$ cat src/rtl/spi_slave_multi.sv
// -----------------------------------------------------------------------------
// spi_slave_multi
//   SPI slave with run-time selectable mode (cpol/cpha), configurable word
//   width and bit order, and multi-word frames under a single chip select.
//   A one-entry TX holding buffer (valid/ready) feeds the transmit shift
//   register at every load point (frame start and every word wrap).
//
// Ports
//   clk, rst                 system clock, synchronous active-high reset
//   spi_cs/sck/mosi          raw SPI inputs from the master (asynchronous)
//   spi_miso, spi_miso_oe    slave data out and its output enable
//   cfg_cpol, cfg_cpha       SPI mode, captured at frame start only
//   tx_data/valid/ready      TX holding buffer write handshake
//   rx_data, rx_valid        last complete received word + one-cycle strobe
//   tx_underrun              pulse: TX_FILL loaded because the buffer was empty
//   frame_err                pulse: cs rose with a partial word in flight
//   spi_over                 pulse: end of an active frame
//   busy                     high while a frame is active
// -----------------------------------------------------------------------------
module spi_slave_multi #(
    parameter int                DATA_W      = 8,
    parameter bit                LSB_FIRST   = 1'b0,
    parameter int                SYNC_STAGES = 2,
    parameter logic [DATA_W-1:0] TX_FILL     = {DATA_W{1'b1}}
) (
    input  logic              clk,
    input  logic              rst,
    input  logic              spi_cs,
    input  logic              spi_sck,
    input  logic              spi_mosi,
    output logic              spi_miso,
    output logic              spi_miso_oe,
    input  logic              cfg_cpol,
    input  logic              cfg_cpha,
    input  logic [DATA_W-1:0] tx_data,
    input  logic              tx_valid,
    output logic              tx_ready,
    output logic [DATA_W-1:0] rx_data,
    output logic              rx_valid,
    output logic              tx_underrun,
    output logic              frame_err,
    output logic              spi_over,
    output logic              busy
);

    localparam int CNT_W = $clog2(DATA_W);

    typedef enum logic {ST_IDLE = 1'b0, ST_ACTIVE = 1'b1} state_t;

    // ------------------------------------------------------------------
    // Input synchronisers: index 0 = cs, 1 = sck, 2 = mosi.
    // Cleared to 0 by reset so that a cs held low across reset never looks
    // like a falling edge; cs must be seen high before a frame can start.
    // ------------------------------------------------------------------
    logic [2:0] pin_raw;
    logic [2:0] pin_s;

    assign pin_raw = {spi_mosi, spi_sck, spi_cs};

    for (genvar gi = 0; gi < 3; gi++) begin : g_sync
        logic [SYNC_STAGES-1:0] sync_q;
        always_ff @(posedge clk) begin
            if (rst) begin
                sync_q <= '0;
            end else begin
                sync_q <= {sync_q[SYNC_STAGES-2:0], pin_raw[gi]};
            end
        end
        assign pin_s[gi] = sync_q[SYNC_STAGES-1];
    end

    logic cs_s, sck_s, mosi_s;
    assign cs_s   = pin_s[0];
    assign sck_s  = pin_s[1];
    assign mosi_s = pin_s[2];

    // ------------------------------------------------------------------
    // State
    // ------------------------------------------------------------------
    state_t              state_q, state_d;
    logic                cs_prev_q, sck_prev_q;
    logic                cpol_q, cpol_d, cpha_q, cpha_d;
    logic [CNT_W-1:0]    bit_cnt_q, bit_cnt_d;
    logic [DATA_W-1:0]   tx_shift_q, tx_shift_d;
    logic [DATA_W-1:0]   rx_shift_q, rx_shift_d;
    logic [DATA_W-1:0]   rx_data_q, rx_data_d;
    logic                rx_valid_q, rx_valid_d;
    logic                underrun_q, underrun_d;
    logic                frame_err_q, frame_err_d;
    logic                spi_over_q, spi_over_d;
    logic                miso_q, miso_d;
    logic                miso_oe_q, miso_oe_d;
    logic                busy_q, busy_d;
    logic [DATA_W-1:0]   buf_q, buf_d;
    logic                buf_full_q, buf_full_d;

    // Edge decode on the synchronised signals
    logic cs_fall, cs_rise, sck_rise, sck_fall;
    logic lead_edge, trail_edge, sample_edge, shift_edge;
    logic load;
    logic [DATA_W-1:0] load_word;
    logic [DATA_W-1:0] rx_next;

    assign cs_fall    = cs_prev_q & ~cs_s;
    assign cs_rise    = ~cs_prev_q & cs_s;
    assign sck_rise   = ~sck_prev_q & sck_s;
    assign sck_fall   = sck_prev_q & ~sck_s;
    assign lead_edge  = cpol_q ? sck_fall : sck_rise;
    assign trail_edge = cpol_q ? sck_rise : sck_fall;
    assign sample_edge = cpha_q ? trail_edge : lead_edge;
    assign shift_edge  = cpha_q ? lead_edge : trail_edge;

    // Word handed to the shift register at a load point
    assign load_word = buf_full_q ? buf_q : TX_FILL;

    // RX shift direction leaves the word LSB-aligned after DATA_W bits
    assign rx_next = LSB_FIRST ? {mosi_s, rx_shift_q[DATA_W-1:1]}
                               : {rx_shift_q[DATA_W-2:0], mosi_s};

    function automatic logic first_bit(input logic [DATA_W-1:0] w);
        return LSB_FIRST ? w[0] : w[DATA_W-1];
    endfunction

    function automatic logic [DATA_W-1:0] drop_bit(input logic [DATA_W-1:0] w);
        return LSB_FIRST ? (w >> 1) : (w << 1);
    endfunction

    // ------------------------------------------------------------------
    // Next-state logic. tx_shift holds the bits not yet driven onto miso;
    // each shift edge moves the next one into miso_q.
    // ------------------------------------------------------------------
    always_comb begin
        state_d     = state_q;
        cpol_d      = cpol_q;
        cpha_d      = cpha_q;
        bit_cnt_d   = bit_cnt_q;
        tx_shift_d  = tx_shift_q;
        rx_shift_d  = rx_shift_q;
        rx_data_d   = rx_data_q;
        rx_valid_d  = 1'b0;
        underrun_d  = 1'b0;
        frame_err_d = 1'b0;
        spi_over_d  = 1'b0;
        miso_d      = miso_q;
        buf_d       = buf_q;
        buf_full_d  = buf_full_q;
        load        = 1'b0;

        unique case (state_q)
            ST_IDLE: begin
                if (cs_fall) begin
                    state_d   = ST_ACTIVE;
                    cpol_d    = cfg_cpol;
                    cpha_d    = cfg_cpha;
                    bit_cnt_d = '0;
                    load      = 1'b1;
                    if (!cfg_cpha) begin
                        // cpha=0: first bit must be on miso before the first edge
                        miso_d     = first_bit(load_word);
                        tx_shift_d = drop_bit(load_word);
                    end else begin
                        tx_shift_d = load_word;
                    end
                end
            end
            ST_ACTIVE: begin
                if (cs_rise) begin
                    // cs rise wins over any coincident sck edge
                    state_d     = ST_IDLE;
                    spi_over_d  = 1'b1;
                    frame_err_d = (bit_cnt_q != '0);
                end else begin
                    if (sample_edge) begin
                        rx_shift_d = rx_next;
                        if (bit_cnt_q == CNT_W'(DATA_W - 1)) begin
                            bit_cnt_d  = '0;
                            rx_data_d  = rx_next;
                            rx_valid_d = 1'b1;
                            load       = 1'b1;
                            // Full word: its first bit leaves on the next shift edge
                            tx_shift_d = load_word;
                        end else begin
                            bit_cnt_d = bit_cnt_q + CNT_W'(1);
                        end
                    end
                    if (shift_edge) begin
                        miso_d     = first_bit(tx_shift_q);
                        tx_shift_d = drop_bit(tx_shift_q);
                    end
                end
            end
            default: state_d = ST_IDLE;
        endcase

        // Buffer: load consumes, write fills. A write can only be accepted
        // when the buffer is empty, so a coincident load sees it empty.
        if (load) begin
            if (buf_full_q) begin
                buf_full_d = 1'b0;
            end else begin
                underrun_d = 1'b1;
            end
        end
        if (tx_valid && !buf_full_q) begin
            buf_d      = tx_data;
            buf_full_d = 1'b1;
        end

        miso_oe_d = (state_d == ST_ACTIVE);
        busy_d    = (state_d == ST_ACTIVE);
    end

    always_ff @(posedge clk) begin
        if (rst) begin
            state_q     <= ST_IDLE;
            cs_prev_q   <= 1'b0;
            sck_prev_q  <= 1'b0;
            cpol_q      <= 1'b0;
            cpha_q      <= 1'b0;
            bit_cnt_q   <= '0;
            tx_shift_q  <= '0;
            rx_shift_q  <= '0;
            rx_data_q   <= '0;
            rx_valid_q  <= 1'b0;
            underrun_q  <= 1'b0;
            frame_err_q <= 1'b0;
            spi_over_q  <= 1'b0;
            miso_q      <= 1'b0;
            miso_oe_q   <= 1'b0;
            busy_q      <= 1'b0;
            buf_q       <= '0;
            buf_full_q  <= 1'b0;
        end else begin
            state_q     <= state_d;
            cs_prev_q   <= cs_s;
            sck_prev_q  <= sck_s;
            cpol_q      <= cpol_d;
            cpha_q      <= cpha_d;
            bit_cnt_q   <= bit_cnt_d;
            tx_shift_q  <= tx_shift_d;
            rx_shift_q  <= rx_shift_d;
            rx_data_q   <= rx_data_d;
            rx_valid_q  <= rx_valid_d;
            underrun_q  <= underrun_d;
            frame_err_q <= frame_err_d;
            spi_over_q  <= spi_over_d;
            miso_q      <= miso_d;
            miso_oe_q   <= miso_oe_d;
            busy_q      <= busy_d;
            buf_q       <= buf_d;
            buf_full_q  <= buf_full_d;
        end
    end

    assign spi_miso    = miso_q;
    assign spi_miso_oe = miso_oe_q;
    assign tx_ready    = ~buf_full_q;
    assign rx_data     = rx_data_q;
    assign rx_valid    = rx_valid_q;
    assign tx_underrun = underrun_q;
    assign frame_err   = frame_err_q;
    assign spi_over    = spi_over_q;
    assign busy        = busy_q;

endmodule

$ cat config.mk
export PLATFORM = sky130hd
export DESIGN_NAME = spi_slave_multi
export DESIGN_NICKNAME = d
export VERILOG_FILES = /design/src/rtl/spi_slave_multi.sv
export SDC_FILE = /design/constraint.sdc
export NUM_CORES = 1
export LEC_CHECK = 0
export BUFFER_PORTS_ARGS = -buffer_cell sky130_fd_sc_hd__buf_2
export CORE_ASPECT_RATIO = 1.4
export CORE_UTILIZATION = 60
export CTS_CLUSTER_DIAMETER = 80
export CTS_CLUSTER_SIZE = 10
export DETAILED_ROUTE_END_ITERATION = 8
export PLACE_DENSITY = 0.86
export SYNTH_ARGS = -nofsm -noshare
export SYNTH_HDL_FRONTEND = slang
export SYNTH_SLANG_ARGS = --single-unit
$ cat constraint.sdc
create_clock -name clk -period 4.1 [get_ports clk]
set_clock_uncertainty 0.2 [all_clocks]
set_input_delay 0.82 -clock clk [delete_from_list [all_inputs] [get_ports clk]]
set_output_delay 0.82 -clock clk [all_outputs]
set_load 0.05 [all_outputs]
* Yosys cells after proc, flatten, opt, wreduce, memory -nomap -nowiden
Index checks and enable logic that the tools add are counted.
Operators by class: add/sub/neg operators 1, equality and inequality tests 8, mux-type cells 33, bitwise logic cells 12, reductions and logical operators 13
Operators with widths (number):
- two-way mux 8 bit | 7
- two-way mux 1 bit | 17
- case mux 8 bit (2 select lines) | 1
- two-way mux 3 bit | 4
- AND reduction 4 bit | 3
- NOT 1 bit | 8
- != test 2 bit, second input constant | 3
- != test 3 x 1 -> 1 bit, second input constant | 2
- case mux 1 bit (2 select lines) | 3
- case mux 3 bit (2 select lines) | 1
- AND reduction 3 bit | 2
- bitwise AND 1 bit | 4
- != test 2 x 1 -> 1 bit, second input constant | 2
- OR reduction 2 bit | 2
- adder 3 x 1 -> 3 bit, second input constant | 1
- equality test 3 bit, second input constant | 1
- nonzero test 3 bit | 1
- OR reduction 3 bit | 1
- AND reduction 2 bit | 1
- nonzero test 2 bit | 1
- logical AND 1 bit | 1
- logical NOT 1 bit | 1
Word-level totals: register bits 51, bits of input ports 16, output and inout bits 16

* Longest topological paths before layout
Gate-level depths: netlist of run 1.
depth after elaboration 9, mapped depth 6, mapped depth without buffers 6

* Worst setup path before layout of run 1
Ideal clock, no wire load.
path kind flip-flop to flip-flop, start register, netlist name busy, end register tx_shift_q[1], library setup time 0.088 ns, data arrival time 2.017 ns, path slack 1.795 ns, stages on the path, launching flop included 5, buffers on the path 0, clock period less this slack 2.305 ns, cells stage by stage dfxtp_1 > inv_2 > maj3_2 > or4_4 > o32ai_2
RTL lines:
- end signal, assigned | RTL line 240 | tx_shift_q <= tx_shift_d;
- end, declared | RTL line 84 | logic [DATA_W-1:0] tx_shift_q, tx_shift_d;

* Worst setup path in the final report of run 1
start register bit_cnt_q[0], end register tx_shift_q[6]
Between the ends: word-level cells in the longest chain between the ends 3
RTL lines:
- start, declared | RTL line 83 | logic [CNT_W-1:0] bit_cnt_q, bit_cnt_d;
- start signal, assigned | RTL line 239 | bit_cnt_q <= bit_cnt_d;
- equality test 3 bit | RTL line 175 | if (bit_cnt_q == CNT_W'(DATA_W - 1)) begin
- != test 3 x 1 -> 1 bit (no source line)
- AND reduction 4 bit (no source line)
No other way between the ends. A chain may end at the register's enable or synchronous reset.

==> flow_metrics.env, run 1 <==
export IMPL_status="complete, no violations"
export IMPL_synth_most_common_cell="dfxtp_1"
export IMPL_setup_viol=0
export IMPL_cp_common_cell="ha_1"
export IMPL_synth_area_leader_cell="dfxtp_1"
export IMPL_cts_tree="yes"
export IMPL_dieArea_um2=4000
export IMPL_ys_seq_area_share_pct=45.41
export IMPL_io_buffers=31
export IMPL_synth_fp_nets=267
export IMPL_wl_um=4762
export IMPL_power_frac_seq_pct=54.6
export IMPL_synth_edf_count=0
export IMPL_fillers=277
export IMPL_pwr_share_clk_pct=36.2
export IMPL_drive_gt1_share_pct=21.61
export IMPL_syn_avg_cell_area_um2=9.066
export IMPL_hp_class="flip-flop to flip-flop"
export IMPL_clk_path_buf_depth=2
export IMPL_ioPinCount=32
export IMPL_gp_congestion=0.8364
export IMPL_grt_max_degree=26
export IMPL_die_x_um=53.74
export IMPL_path_class="flip-flop to flip-flop"
export IMPL_cts_root_buf="clkbuf_8"
export IMPL_peakVddDrop_uv=347.2
export IMPL_tightest_slew_ns=0.7922
export IMPL_clkLatencyLatePin_ns=0.30
export IMPL_p_leak_nw=0.9838
export IMPL_ys_ff_latch=51
export IMPL_required_ns=4.11
export IMPL_drc=0
export IMPL_diodes=0
export IMPL_worst_path_max_delay_cell="or3b_2"
export IMPL_finalPower_w=0.0009606
export IMPL_netlist_area_um2=2248
export IMPL_crit_chain="ha_1 > ha_1 > or3b_2 > mux2i_2 > nor3_1 > a311oi_1"
export IMPL_cts_num_sinks=51
export IMPL_rsz0062_at_grt="no"
export IMPL_grt_pass1_wl_um=7693
export IMPL_ys_top_cells_by_area="dfxtp_1 45%, a21oi_1 4.2%, nand2_1 3.8%"
export IMPL_htreeDepth=2
export IMPL_grt_use_total_pct=26.44
export IMPL_dpl_cell_count=305
export IMPL_cp_max_fo=13
export IMPL_ys_top_cells_by_count="51 x dfxtp_1, 23 x nand2_1, 19 x a21oi_1, 15 x inv_1, 12 x nor2b_1"
export IMPL_cp_end_kind="flip-flop"
export IMPL_critical_path_top_delay_family="simple AND/OR/NAND/NOR gates"
export IMPL_combPwrFrac_pct=9.2
export IMPL_area_growth_syn_to_layout_pct=11.85
export IMPL_core_area_um2=3472
export IMPL_drt_iter0_markers=58
export IMPL_grt_pass1_vias=1760
export IMPL_fin_cells=313
export IMPL_power_density_nw_per_um2=382.0
export IMPL_fin_util_pct=72.43
export IMPL_start_util_pct=64.76
export IMPL_synth_yosys_warnings=0
export IMPL_grt_overflow=0
export IMPL_cts_reportedPaths_clkPinSlew_ns=0.09
export IMPL_dp_hpwl_um=3348
export IMPL_finalWorstSetupSlack_ns=1.580
export IMPL_drt_first_pass_iters=4
export IMPL_synthFlopType="dfxtp_1"
export IMPL_cap_violations=0
export IMPL_synth_top_cell_area_share_pct=45.41
export IMPL_critical_path_max_stage_delay_ns=0.53
export IMPL_async_flop_share_pct=0
export IMPL_num_vias=1917
export IMPL_fin_setup_tns_ns=0
export IMPL_slew_viol_final=0
export IMPL_period_needed_ns=2.520
export IMPL_p_switching_w=0.0002362
export IMPL_max_freq_mhz=396.8
export IMPL_antenna_found_initial=0
export IMPL_nets=291
export IMPL_cts_post_setup_buffers_inserted=0
export IMPL_p_int_w=0.0007244
export IMPL_postRouteAntennaNets=0
export IMPL_dp_slack_ns=1.606
export IMPL_finalHoldViolations=0
export IMPL_wl_per_cell_um=15.21
export IMPL_numCtsBuffers=5
export IMPL_holdBufCountCts=0
export IMPL_yosysUniqueCellTypes=47
export IMPL_slew_limit_headroom_pct=45.67
export IMPL_row_count=25
export IMPL_period_share_pct=61.47
export IMPL_cp_start_kind="flip-flop"
export IMPL_vias_per_cell=6.125
export IMPL_ctsResizeCount=0
export IMPL_die_y_um=74.43
export IMPL_synthCells=248
export IMPL_netSwitchingFraction_pct=24.59
export IMPL_path_buf_inv=0
export IMPL_arrival_ns=2.53
sequential cells by signal, summed over array words and instances, names as in the netlist:
signal,cells
g_sync.sync_q,6
rx_data,8
bit_cnt_q,3
cs_prev_q,1
cpol_q,1
rx_shift_q,7
sck_prev_q,1
buf_full_q,1
cpha_q,1
spi_miso,1
tx_shift_q,8
busy,1
buf_q,8
spi_over,1
tx_underrun,1
rx_valid,1
frame_err,1
final cells by class:
type | instances | area (µm²) | area share [%]
multi-input combinational | 164 | 1097 | 43.63
inverter | 17 | 63.81 | 2.537
clock buffer | 5 | 68.82 | 2.736
tap | 40 | 50.05 | 1.990
sequential | 51 | 1021 | 40.60
timing repair buffer | 33 | 170.2 | 6.766
clock inverter | 3 | 43.79 | 1.741
stage by stage:
step	cell area (µm²)	hold slack, ns
2_1_floorplan	2248	0.2138
3_3_place_gp	2402	0.2179
3_5_place_dp	2402	0.2284
4_1_cts	2515	0.2496
5_1_grt	2515	0.2642
6_report	2515	0.2463
placed cells by master (no fill, tap or decap), types with 5 or more instances in the layout:
master and instances:
o311ai_0 5, nor2_1 8, a21oi_1 19, mux2i_1 5, a31o_2 8, nor3_1 7, nand3_1 10, nand2_1 23
nor2b_1 12, inv_1 15, o21ai_0 9, clkbuf_8 5, buf_2 31, dfxtp_1 51, a311oi_1 9
final timing paths:
check                      startpoint                  end  slack, ns  depth (start not counted)
setup / recovery         bit_cnt_q[0]        tx_shift_q[6]       1.58                          6
hold / removal    g_sync[1].sync_q[0]  g_sync[1].sync_q[1]       0.25                          1
setup reg to reg         bit_cnt_q[0]        tx_shift_q[6]       1.58                          6
hold reg to reg   g_sync[1].sync_q[0]  g_sync[1].sync_q[1]       0.25                          1
kinds of logic after synthesis:
family / share of synthesized area [%]
AOI/OAI and AO/OA: 23.59
xor gates and xnor gates: 1.224
adders and majority gates: 2.170
buffers and inverters: 5.787
DFF: 45.41
muxes: 4.340
and+or+nand+nor: 17.47
power by group through the flow:
stage	registers (W)	logic, W	clock network (W)
floorplan	0.000534	0.0000639	0
detailed placement	0.000536	0.0000876	0
global placement	0.000536	0.0000858	0
global route	0.000526	0.0000975	0.000374
CTS	0.000524	0.0000880	0.000354
finish	0.000524	0.0000887	0.000347
layer usage:
layer  GRT usage [%]  wire length, µm
met4           15.79              145
met5               0                0
met2           45.13             2500
met3           4.499              126
met1           29.81             1990
No activity file was read; power rests on OpenSTA's default activity.
==> inputs of run 2 (changes only) <==
--- a/config.mk
+++ b/config.mk
@@ -5,13 +5,14 @@
 export SDC_FILE = /design/constraint.sdc
 export NUM_CORES = 1
 export LEC_CHECK = 0
+export ABC_AREA = 1
 export BUFFER_PORTS_ARGS = -buffer_cell sky130_fd_sc_hd__buf_2
 export CORE_ASPECT_RATIO = 1.4
-export CORE_UTILIZATION = 60
+export CORE_UTILIZATION = 56
 export CTS_CLUSTER_DIAMETER = 80
 export CTS_CLUSTER_SIZE = 10
 export DETAILED_ROUTE_END_ITERATION = 8
-export PLACE_DENSITY = 0.86
+export PLACE_DENSITY = 0.81
 export SYNTH_ARGS = -nofsm -noshare
 export SYNTH_HDL_FRONTEND = slang
 export SYNTH_SLANG_ARGS = --single-unit
==> constraint.sdc (replaced) <==
create_clock -name clk -period 2.5 [get_ports clk]
set_clock_uncertainty 0.2 [all_clocks]
set_input_delay 0.5 -clock clk [delete_from_list [all_inputs] [get_ports clk]]
set_output_delay 0.5 -clock clk [all_outputs]
set_load 0.05 [all_outputs]
==> run 2 against run 1 <==
Via count rose by 3.5%. First-iteration DRC count rose by 76%. Clock-buffer cell count did not move. Hold slack got worse by 0.054 ns. Total power rose by 81%. Synthesized cell count rose by 23%. Combinational power rose by 110%. Sequential power rose by 63%. Clock power rose by 100%. Routed wire length fell by 2.6%. Critical path type unchanged.
==> flow_metrics.env, run 2 <==
export IMPL_status="complete, no violations"
export IMPL_peakVddDrop_uv=570.9
export IMPL_arrival_ns=2.01
export IMPL_ioPinCount=32
export IMPL_area_growth_syn_to_layout_pct=13.63
export IMPL_grt_pass1_vias=1956
export IMPL_ys_seq_area_share_pct=45.97
export IMPL_power_density_nw_per_um2=687.3
export IMPL_timing_rr_end="rx_data[3]"
export IMPL_drt_first_pass_iters=4
export IMPL_wl_um=4637
export IMPL_async_flop_share_pct=0
export IMPL_core_area_um2=3709
export IMPL_period_share_pct=78.44
export IMPL_holdBufCountCts=0
export IMPL_drc=0
export IMPL_layout_commonest_cell="nor2_1"
export IMPL_pwr_share_clk_pct=40.0
export IMPL_gp_congestion=0.8150
export IMPL_cts_tree="yes"
export IMPL_dp_slack_ns=0.5974
export IMPL_syn_avg_cell_area_um2=7.282
export IMPL_ctsResizeCount=0
export IMPL_row_count=26
export IMPL_wl_met1_um=1908
export IMPL_dpl_cell_count=370
export IMPL_hold_path_endpoint="g_sync[0].sync_q[0]"
export IMPL_netSwitchingFraction_pct=24.46
export IMPL_ys_top_cells_by_area="dfxtp_1 46%, nor2_1 10%, nand2_1 7.3%"
export IMPL_wl_per_cell_um=12.27
export IMPL_cp_max_fo=14
export IMPL_p_switching_w=0.0004243
export IMPL_r2r_slack_ns=0.54
export IMPL_slew_viol_final=0
export IMPL_drt_iter0_markers=102
export IMPL_postRouteAntennaNets=0
export IMPL_synth_yosys_warnings=0
export IMPL_grt_max_degree=38
export IMPL_max_freq_mhz=509.9
export IMPL_start_util_pct=59.89
export IMPL_finalHoldViolations=0
export IMPL_mostFrequentLayoutCells="59 x nor2_1, 51 x dfxtp_1, 43 x nand2_1"
export IMPL_ys_top_cells_by_count="59 x nor2_1, 51 x dfxtp_1, 43 x nand2_1, 42 x inv_1, 29 x nand3_1"
export IMPL_fillers=335
export IMPL_fin_cells=378
export IMPL_num_vias=1984
export IMPL_grt_pass1_wl_um=8107
export IMPL_synth_top_cell_area_share_pct=45.97
export IMPL_io_buffers=31
export IMPL_nets=354
export IMPL_numCtsBuffers=5
export IMPL_r2r_cells=9
export IMPL_clk_path_buf_depth=2
export IMPL_synth_most_common_cell="nor2_1"
export IMPL_fin_util_pct=68.05
export IMPL_fin_setup_tns_ns=0
export IMPL_cts_post_setup_buffers_inserted=0
export IMPL_combPwrFrac_pct=10.6
export IMPL_diodes=0
export IMPL_hp_class="primary input to flip-flop"
export IMPL_drive_gt1_share_pct=16.37
export IMPL_synth_fp_nets=324
export IMPL_synth_edf_count=0
export IMPL_highest_layer="met4"
export IMPL_crit_path_start="cpol_q"
export IMPL_htreeDepth=2
export IMPL_grt_overflow=0
export IMPL_holdPathStages=3
export IMPL_multiInputGateArea_um2=959.7
export IMPL_hp_start="spi_cs"
export IMPL_power_frac_seq_pct=49.4
export IMPL_period_needed_ns=1.961
export IMPL_synthCells=305
export IMPL_cp_start_kind="flip-flop"
export IMPL_cts_num_sinks=51
export IMPL_rsz0062_at_grt="no"
export IMPL_grt_use_total_pct=23.82
export IMPL_antenna_found_initial=0
export IMPL_cts_root_buf="clkbuf_8"
export IMPL_ys_ff_latch=51
export IMPL_slew_limit_headroom_pct=76.65
export IMPL_r2r_start="cpol_q"
export IMPL_p_int_w=0.001310
export IMPL_regArea_um2=1021
export IMPL_cp_end_kind="flip-flop"
export IMPL_clkLatencyLatePin_ns=0.31
export IMPL_dr_wl_met3_um=132
export IMPL_finalWorstSetupSlack_ns=0.5389
export IMPL_dp_hpwl_um=3250
export IMPL_synth_area_leader_cell="dfxtp_1"
export IMPL_wl_met2_um=2498
export IMPL_cap_violations=0
export IMPL_yosysUniqueCellTypes=24
export IMPL_cts_reportedPaths_clkPinSlew_ns=0.10
export IMPL_vias_per_cell=5.249
export IMPL_finalPower_w=0.001735
export IMPL_path_class="flip-flop to flip-flop"
export IMPL_synthFlopType="dfxtp_1"
export IMPL_p_leak_nw=1.198
export IMPL_dieArea_um2=4225
export IMPL_required_ns=2.55
export IMPL_die_x_um=55.23
export IMPL_tightest_slew_ns=0.3503
export IMPL_die_y_um=76.51
export IMPL_setup_viol=0
export IMPL_netlist_area_um2=2221
## run 2: changes by cell type in the layout (fill, tap and decap cells not counted), moves of 7 or more
| cell | delta |
|---|---|
| nand2_1 | +20 |
| nor2_1 | +51 |
| nor2b_1 | -12 |
| nand3_1 | +19 |
| inv_1 | +27 |
| o21ai_0 | +9 |
| a311oi_1 | -9 |
| o21ai_1 | +7 |
| a31o_2 | -8 |
## run 2: cell families after synthesis
logic type	count (synthesis)	share of synthesized area [%]
compound gates	49	11.66
buf+inv	58	10.82
fa+ha+maj	3	1.690
flops	51	45.97
simple gates	144	29.86
## run 2: worst max path at each step
stage,depth (start not counted),end
finish,9,rx_data[3]
global route,9,rx_data[3]
CTS,9,rx_data[3]
detailed placement,9,rx_data[3]
global placement,9,rx_data[5]
floorplan,8,tx_shift_q[4]
## run 2: stage by stage
step	area [µm²]	hold WS [ns]
after detailed placement	2384	0.1924
final	2524	0.1928
after global routing	2524	0.1856
after floorplan	2221	0.1883
after global placement	2384	0.1917
after CTS	2524	0.1955
## run 2: layout make-up
class,count,share of cell area [%]
Clock buffer,5,2.727
Multi-Input combinational cell,196,38.03
Inverter,48,7.139
Clock inverter,3,2.826
Tap cell,42,2.082
Timing Repair Buffer,33,6.743
Sequential cell,51,40.46
## run 2: worst max-delay path, stage by stage, from the launching register on
cell and delay, ns:
dfxtp_1 0.34, inv_1 0.09, nand3_1 0.15, nand3_1 0.17, nand3_2 0.25, inv_2 0.19
nand2_2 0.17, inv_2 0.12, nand2_2 0.10, o21ai_1 0.14
## run 2: power by group through the flow
stage / combinational [W] / clock, W / sequential [W]
final: 0.000184 / 0.000694 / 0.000856
after global routing: 0.000210 / 0.000735 / 0.000860
after CTS: 0.000184 / 0.000701 / 0.000856
after detailed placement: 0.000183 / 0 / 0.000875
after global placement: 0.000180 / 0 / 0.000874
after floorplan: 0.000137 / 0 / 0.000877
## run 2: metal layers
layer / global-route usage [%] / vias up
li1: - / 1027
met1: 24.32 / 911
met2: 45.42 / 35
met3: 5.263 / 11
met4: 9.750 / 0
met5: 0 / -
